===== src/rtl/uart_tx_arbiter.sv =====
// Round-robin packet arbiter that shares one UART TX byte stream between NUM_CH requesters,
// with an optional channel-ID header byte and a forced release when a granted packet stalls.
module uart_tx_arbiter #(
    parameter int          NUM_CH      = 4,
    parameter int          DATA_WIDTH  = 8,
    parameter int          ADD_HEADER  = 1,
    parameter logic [3:0]  HDR_TAG     = 4'hA,
    parameter int          TIMEOUT_CYC = 65535
) (
    input  logic                         clk,
    input  logic                         rst,
    input  logic [NUM_CH*DATA_WIDTH-1:0] i_req_data,
    input  logic [NUM_CH-1:0]            i_req_valid,
    input  logic [NUM_CH-1:0]            i_req_last,
    output logic [NUM_CH-1:0]            o_req_ready,
    output logic [DATA_WIDTH-1:0]        o_tx_data,
    output logic                         o_tx_valid,
    input  logic                         i_tx_ready,
    output logic [3:0]                   o_grant_id,
    output logic                         o_busy,
    output logic                         o_timeout
);

    localparam int GW = $clog2(NUM_CH);
    localparam int CW = (TIMEOUT_CYC > 0) ? $clog2(TIMEOUT_CYC + 1) : 1;
    localparam logic [CW-1:0] CNT_LIMIT = (TIMEOUT_CYC > 0) ? CW'(TIMEOUT_CYC - 1) : '0;

    typedef enum logic [1:0] {IDLE, HDR, DATA} state_t;

    state_t                state, state_nxt;
    logic [GW-1:0]         gnt, last_gnt, arb_idx, cand;
    logic                  arb_found;
    logic [CW-1:0]         idle_cnt;
    logic [3:0]            grant_id_q, gnt4;
    logic                  cur_valid, cur_last, expire, up_beat;
    logic [DATA_WIDTH-1:0] cur_data;

    assign cur_valid = i_req_valid[gnt];
    assign cur_last  = i_req_last[gnt];
    assign cur_data  = i_req_data[gnt*DATA_WIDTH +: DATA_WIDTH];
    assign gnt4      = 4'(gnt);

    // Handshakes are suppressed on the expiry cycle so a late byte is not half-consumed during release.
    assign expire  = (TIMEOUT_CYC > 0) && (state == DATA) && (idle_cnt == CNT_LIMIT);
    assign up_beat = (state == DATA) && !expire && cur_valid && i_tx_ready;

    // Search starts one past the previous winner, so the last owner has lowest priority.
    always_comb begin
        // NOTE: every combinationally assigned signal gets a default first, otherwise a latch is inferred.
        arb_found = 1'b0;
        arb_idx   = '0;
        cand      = '0;
        for (int i = 1; i <= NUM_CH; i++) begin
            cand = GW'((int'(last_gnt) + i) % NUM_CH);
            if (!arb_found && i_req_valid[cand]) begin
                arb_found = 1'b1;
                arb_idx   = cand;
            end
        end
    end

    always_ff @(posedge clk or posedge rst) begin
        if (rst) begin
            state <= IDLE;
        end else begin
            // NOTE: sequential state uses non-blocking assignments so every flop samples pre-edge values.
            state <= state_nxt;
        end
    end

    always_comb begin
        state_nxt = state;
        case (state)
            IDLE: if (arb_found) state_nxt = (ADD_HEADER != 0) ? HDR : DATA;
            HDR:  if (i_tx_ready) state_nxt = DATA;
            DATA: if (expire || (up_beat && cur_last)) state_nxt = IDLE;
            default: state_nxt = IDLE;
        endcase
    end

    always_comb begin
        o_req_ready = '0;
        o_tx_data   = '0;
        o_tx_valid  = 1'b0;
        o_busy      = (state != IDLE);
        o_timeout   = expire;
        case (state)
            HDR: begin
                o_tx_valid = 1'b1;
                o_tx_data  = DATA_WIDTH'({HDR_TAG, gnt4});
            end
            DATA: begin
                o_tx_data = cur_data;
                if (!expire) begin
                    o_tx_valid       = cur_valid;
                    o_req_ready[gnt] = i_tx_ready;
                end
            end
            default: ;
        endcase
    end

    always_ff @(posedge clk or posedge rst) begin
        if (rst) begin
            gnt        <= '0;
            last_gnt   <= GW'(NUM_CH - 1);
            grant_id_q <= '0;
            idle_cnt   <= '0;
        end else begin
            if (state == IDLE && arb_found) begin
                gnt        <= arb_idx;
                grant_id_q <= 4'(arb_idx);
            end
            if (expire || (up_beat && cur_last))
                last_gnt <= gnt;
            if (state != DATA || up_beat)
                idle_cnt <= '0;
            else if (!cur_valid && idle_cnt != '1)
                idle_cnt <= idle_cnt + CW'(1);
        end
    end

    assign o_grant_id = grant_id_q;

endmodule

===== config.mk =====
export PLATFORM = sky130hd
export DESIGN_NAME = uart_tx_arbiter
export DESIGN_NICKNAME = d
export VERILOG_FILES = /design/src/rtl/uart_tx_arbiter.sv
export SDC_FILE = /design/constraint.sdc
export NUM_CORES = 1
export LEC_CHECK = 0
export CORE_MARGIN = 5
export CORE_UTILIZATION = 30
export CTS_BUF_LIST = sky130_fd_sc_hd__clkbuf_8 sky130_fd_sc_hd__clkbuf_16
export CTS_CLUSTER_SIZE = 28
export DETAILED_ROUTE_END_ITERATION = 10
export PLACE_DENSITY = 0.61
export SETUP_SLACK_MARGIN = 0.3
export SLEW_MARGIN = 20
export SYNTH_ARGS = -nofsm -noshare
export SYNTH_HDL_FRONTEND = slang
export SYNTH_SLANG_ARGS = --single-unit

===== constraint.sdc =====
create_clock -name clk -period 5.06 [get_ports clk]
set_clock_uncertainty 0.2 [all_clocks]
set_input_delay 1.518 -clock clk [delete_from_list [all_inputs] [get_ports clk]]
set_output_delay 1.518 -clock clk [all_outputs]
set_load 0.005 [all_outputs]

; After elaboration in Yosys (flattened, before gate mapping)
; Index checks and enable logic that the tools add are counted.
[classes]
n_addsub = 5
magnitude_cmp = 6
eq_ne = 8
shifts = 1
muxes = 33
bitwise = 1
reduce_logical = 22
[ops]
columns = operator, n
row1 = $mux W16, 2
row2 = $shiftx A32 B6 Y8, 1
row3 = $add A16 B1 Y16 const B, 1
row4 = $eq A16 B16 Y1 const B, 1
row5 = $ne A16 B16 Y1 const B, 1
row6 = $pmux W8 S2, 1
row7 = $lt A2 B3 Y1 const B, 5
row8 = $mux W2, 7
row9 = $bmux W1 S2, 6
row10 = $mux W1, 12
row11 = $logic_and A1 B1 Y1, 11
row12 = $mux W4, 2
row13 = $ne A2 B2 Y1 const B, 3
row14 = $pmux W2 S3, 1
row15 = $logic_not A1 Y1, 5
row16 = $add A2 B1 Y2 const B, 2
row17 = $add A2 B2 Y2 const B, 2
row18 = $and A4 B4 Y4, 1
row19 = $reduce_bool A2 Y1, 2
row20 = $reduce_and A3 Y1, 1
row21 = $demux W1 S2, 1
row22 = $eq A2 B1 Y1 const B, 1
row23 = $eq A2 B2 Y1 const B, 1
row24 = $ge A2 B1 Y1 const B, 1
row25 = 4 further kinds, 5
[totals]
reg_bits = 22
in_bits = 43
output_inout_bits = 19
word_cells = 80

; Longest topological paths before layout
[logic_depth]
depth_word = 15
mapped_depth = 8
ltp_nobuf = 7

; Worst setup path before layout
; Ideal clock, no wire load.
[synth_path]
path_kind = input to output
startpoint = in i_req_valid[3]
endpoint = out o_tx_valid
arrival_ps = 2363
required_ps = 3342
setup_slack_ps = 979
cell_stages = 4
n_path_buf = 1
cell_sequence = mux4_2 -> buf_6 -> a21oi_1 -> nor2b_1
[synth_via]
elab_chain_len = 4
[synth_lines]
columns = item, line
row1 = from (decl), 13  ; input logic [NUM_CH-1:0] i_req_valid,
row2 = $bmux W1 S2, 38  ; assign cur_valid = i_req_valid[gnt];
row3 = $mux W1 (implied by the code), 38
row4 = $mux W1, 94  ; if (!expire) begin
row5 = $pmux W1 S2, 87  ; case (state)
row6 = to (decl), 17  ; output logic o_tx_valid,
; No other way between the ends. The select of a mux whose other input is x is not followed.

; Worst setup path after layout
; Same ends and word-level chain as after synthesis.

==> metrics.md <==
| Metric | Value |
|---|---|
| Residual DRC | `0` |
| CORE AREA | `5816 sq um` |
| Hold Buf Count CTS | `0` |
| Worst slack, placed | `0.1889 ns` |
| Largest net degree at the start of global routing | `23` |
| Die Span Y | `86.63 um` |
| Port buffer count | `59` |
| Final GP Congestion | `0.7792` |
| First-pass GRT wire length | `7941 um` |
| P_leak | `1.006 nW` |
| DP HPWL | `3795 um` |
| Crit path arrival time | `2.93 ns` |
| Top cell type's share of synthesized area | `28.41%` |
| Critical path launch point type | `primary input` |
| Post-Route WL | `4841 um` |
| Setup ws final | `0.4101 ns` |
| Rel. slew slack | `44.61%` |
| Largest area contributor in the netlist | `dfrtp_1` |
| Final ANT Viol Nets | `0` |
| Mapped Cells | `188` |
| Worst r2r src | `gnt[0]$_DFFE_PP0P_` |
| Sequential cell area fraction in the yosys report | `31.39%` |
| Power Dens Cells | `340.4 nW/um^2` |
| Largest cells by area after synthesis | `dfrtp_1 (28%), mux4_2 (13%), nor2_1 (5.5%), xnor2_1 (4.0%), ha_1 (3.6%)` |
| CTS tree | `yes` |
| Met3 Usage GRT | `2.186%` |
| Total track usage | `13.04%` |
| Layout net count | `298` |
| Sink Count | `22` |
| Initial antenna violation count | `0` |
| Grt met2 use | `21.00%` |
| Wire length per cell | `14.94 um` |
| Period utilization | `91.90%` |
| Final Max Tran Viols | `0` |
| Clk root buf | `clkbuf_8` |
| I/O pin total | `62` |
| Fin Hold WS | `0.3151 ns` |
| Peak supply drop | `0.0002608 V` |
| Ys flop type | `dfrtp_1` |
| DRT iter0 DRCs | `62` |
| Worst Path Max Fanout | `2` |
| Ys Warns | `0` |
| Mapped cell area | `1762 sq um` |
| Row count | `28` |
| Max_cap viols | `0` |
| Worst hold path type | `flop to flop` |
| Max frequency | `0.2151 GHz` |
| Starting density of the core | `30.29%` |
| Number of setup violations in the final report | `0` |
| Total power | `850.1 uW` |
| Worst Max-Slew Pin Slew | `0.8299 ns` |
| Hold Crit Start | `last_gnt[0]$_DFFE_PP1P_` |
| Antenna diodes | `0` |
| CP startpoint | `i_req_valid[3]` |
| Mapped Avg Cell Area | `9.371 sq um` |
| Post-synth EDFFs | `0` |
| Netlist cell types | `46` |
| Number of synthesized register bits | `22` |
| CTS buffer count | `3` |
| Vias per cell | `4.898` |
| Tmin final | `4.650 ns` |
| Critical path endpoint category | `output pin` |
| First drt pass iteration count | `4` |
| CP required | `3.34 ns` |
| Vias after detailed routing | `1587` |
| H-tree levels | `1` |
| Clock latency on the worst-skew pair | `0.27 ns` |
| Chip width | `86.63 um` |
| Number of global-route vias before repair | `1607` |
| RSZ-0062 raised after global routing | `no` |
| Outcome | `complete, no violations` |
| Fin Setup TNS | `0 ns` |
| Post-synth ARST share | `100.0%` |
| CTS Buffer Depth | `2` |
| Layout cell share with drive strength beyond 1 | `11.65%` |
| GRT Max-Usage Layer | `met2` |
| Met1 Track Usage GR | `18.47%` |
| Critical path class | `primary input to output pin` |
| Die Area | `7505 sq um` |
| Final Hold Violating Endpoints | `0` |
| Fill count | `582` |
| GRT overflow | `0` |
| Worst-path clk slew | `0.08 ns` |
| Area Growth Syn to Fin | `41.76%` |
## what timing repair did
item | CTS | global route
buffers inserted | 0 | 0
setup endpoints to repair | 5 | 7
hold endpoints to repair | 0 | 0
resized for setup | 6 | 5
pin swaps | 1 | 0
## cell usage in the layout (no fill, tap or decap), types with 2 or more instances in the layout
cell             netlist  layout
ha_1                   5       5
a2111oi_2              2       2
dfstp_2                2       2
and3_1                 6       6
o21ai_0                2       2
xor2_1                 3       3
and2_1                 6       6
nand2_1               10      10
a211oi_1               2       2
a21oi_1               10       9
nand3_1                5       5
nand4_1                8       8
nand2b_1               2       2
a22oi_1                2       2
dlygate4sd2_1          0       5
nor4_1                 3       3
dlymetal6s2s_1         0       5
clkdlybuf4s50_1        0      49
dfrtp_1               20      20
nor2b_1               10      10
mux4_2                10      10
conb_1                 1       2
inv_1                 10      11
buf_4                  2       6
clkbuf_8               0       3
xnor2_1                8       8
mux2i_1                3       3
nor3_1                 5       5
nor2_1                26      26
## cell families (layout without fill, tap and decap cells)
family	after synthesis	after routing	share of synthesized area, %
XOR/XNOR	11	11	5.469
flip-flops	22	22	31.39
multiplexers	14	14	15.13
buffers and inverters	20	80	5.326
AO/OA/AOI/OAI	27	27	11.15
AND/OR/NAND/NOR	88	88	27.77
adder cells (fa/ha/maj)	5	5	3.551
other	1	2	0.2129
## worst paths after layout
path | end | slack [ns] | cells after the start
setup / recovery | o_tx_valid | 0.41 | 5
hold / removal | last_gnt[0]$_DFFE_PP1P_ | 0.32 | 2
setup reg to reg | idle_cnt[11]$_DFFE_PP0P_ | 2.27 | 6
hold reg to reg | last_gnt[0]$_DFFE_PP1P_ | 0.32 | 2
max in group asynchronous | idle_cnt[0]$_DFFE_PP0P_ | 2.63 | 2
min in group asynchronous | idle_cnt[13]$_DFFE_PP0P_ | 1.51 | 2
## state kept, by name (all words and copies together), names as in the netlist
signal    cells
gnt           2
state         2
idle_cnt     16
last_gnt      2
## Yosys cell counts, types with 2 or more instances
cell and n:
nor2b_1 10, a2111oi_2 2, nor3_1 5, ha_1 5, and2_1 6, nor4_1 3, clkbuf_1 3, nand3_1 5
mux2i_1 3, a211oi_1 2, nand2b_1 2, nand2_1 10, xor2_1 3, nor2_1 26, o21ai_0 2, dfstp_2 2
buf_2 3, a22oi_1 2, a21oi_1 10, xnor2_1 8, dfrtp_1 20, inv_1 10, nand4_1 8, mux4_2 10
buf_4 2, and3_1 6
## metal layers
layer | vias up | wire length, um
met5 | - | 0
met4 | 0 | 66
met3 | 8 | 132
met2 | 22 | 2460
met1 | 755 | 2181
li1 | 802 | -
## report_power, final
group	switching (mW)	internal, mW
clock	0.0580	0.0542
sequential	0.0694	0.206
combinational	0.202	0.260
## per-stage QoR
| stage | util, % | cell area [sq um] | std cells |
|---|---|---|---|
| CTS | 42.73 | 2485 | 324 |
| global route | 42.94 | 2497 | 324 |
| global placement | 42.00 | 2442 | 320 |
| finish | 42.94 | 2497 | 324 |
| detailed placement | 42.00 | 2442 | 320 |
| floorplan | - | 1765 | 189 |
## cell type report
| class | count | area (sq um) | share of cell area [%] |
|---|---|---|---|
| multi-input cells | 147 | 1122 | 44.94 |
| repair buffers | 65 | 641.9 | 25.70 |
| flip-flops and latches | 22 | 553.0 | 22.14 |
| well taps | 75 | 93.84 | 3.758 |
| clock buffers | 3 | 41.29 | 1.653 |
| inverters | 11 | 41.29 | 1.653 |
| clock inverters | 1 | 3.754 | 0.1503 |
## worst max-delay path, stage by stage
cell             delay, ns
clkdlybuf4s50_1       0.42
mux4_2                0.52
a21oi_2               0.17
nor2b_1               0.05
dlygate4sd2_1         0.26
No activity file was read; power rests on OpenSTA's default activity.
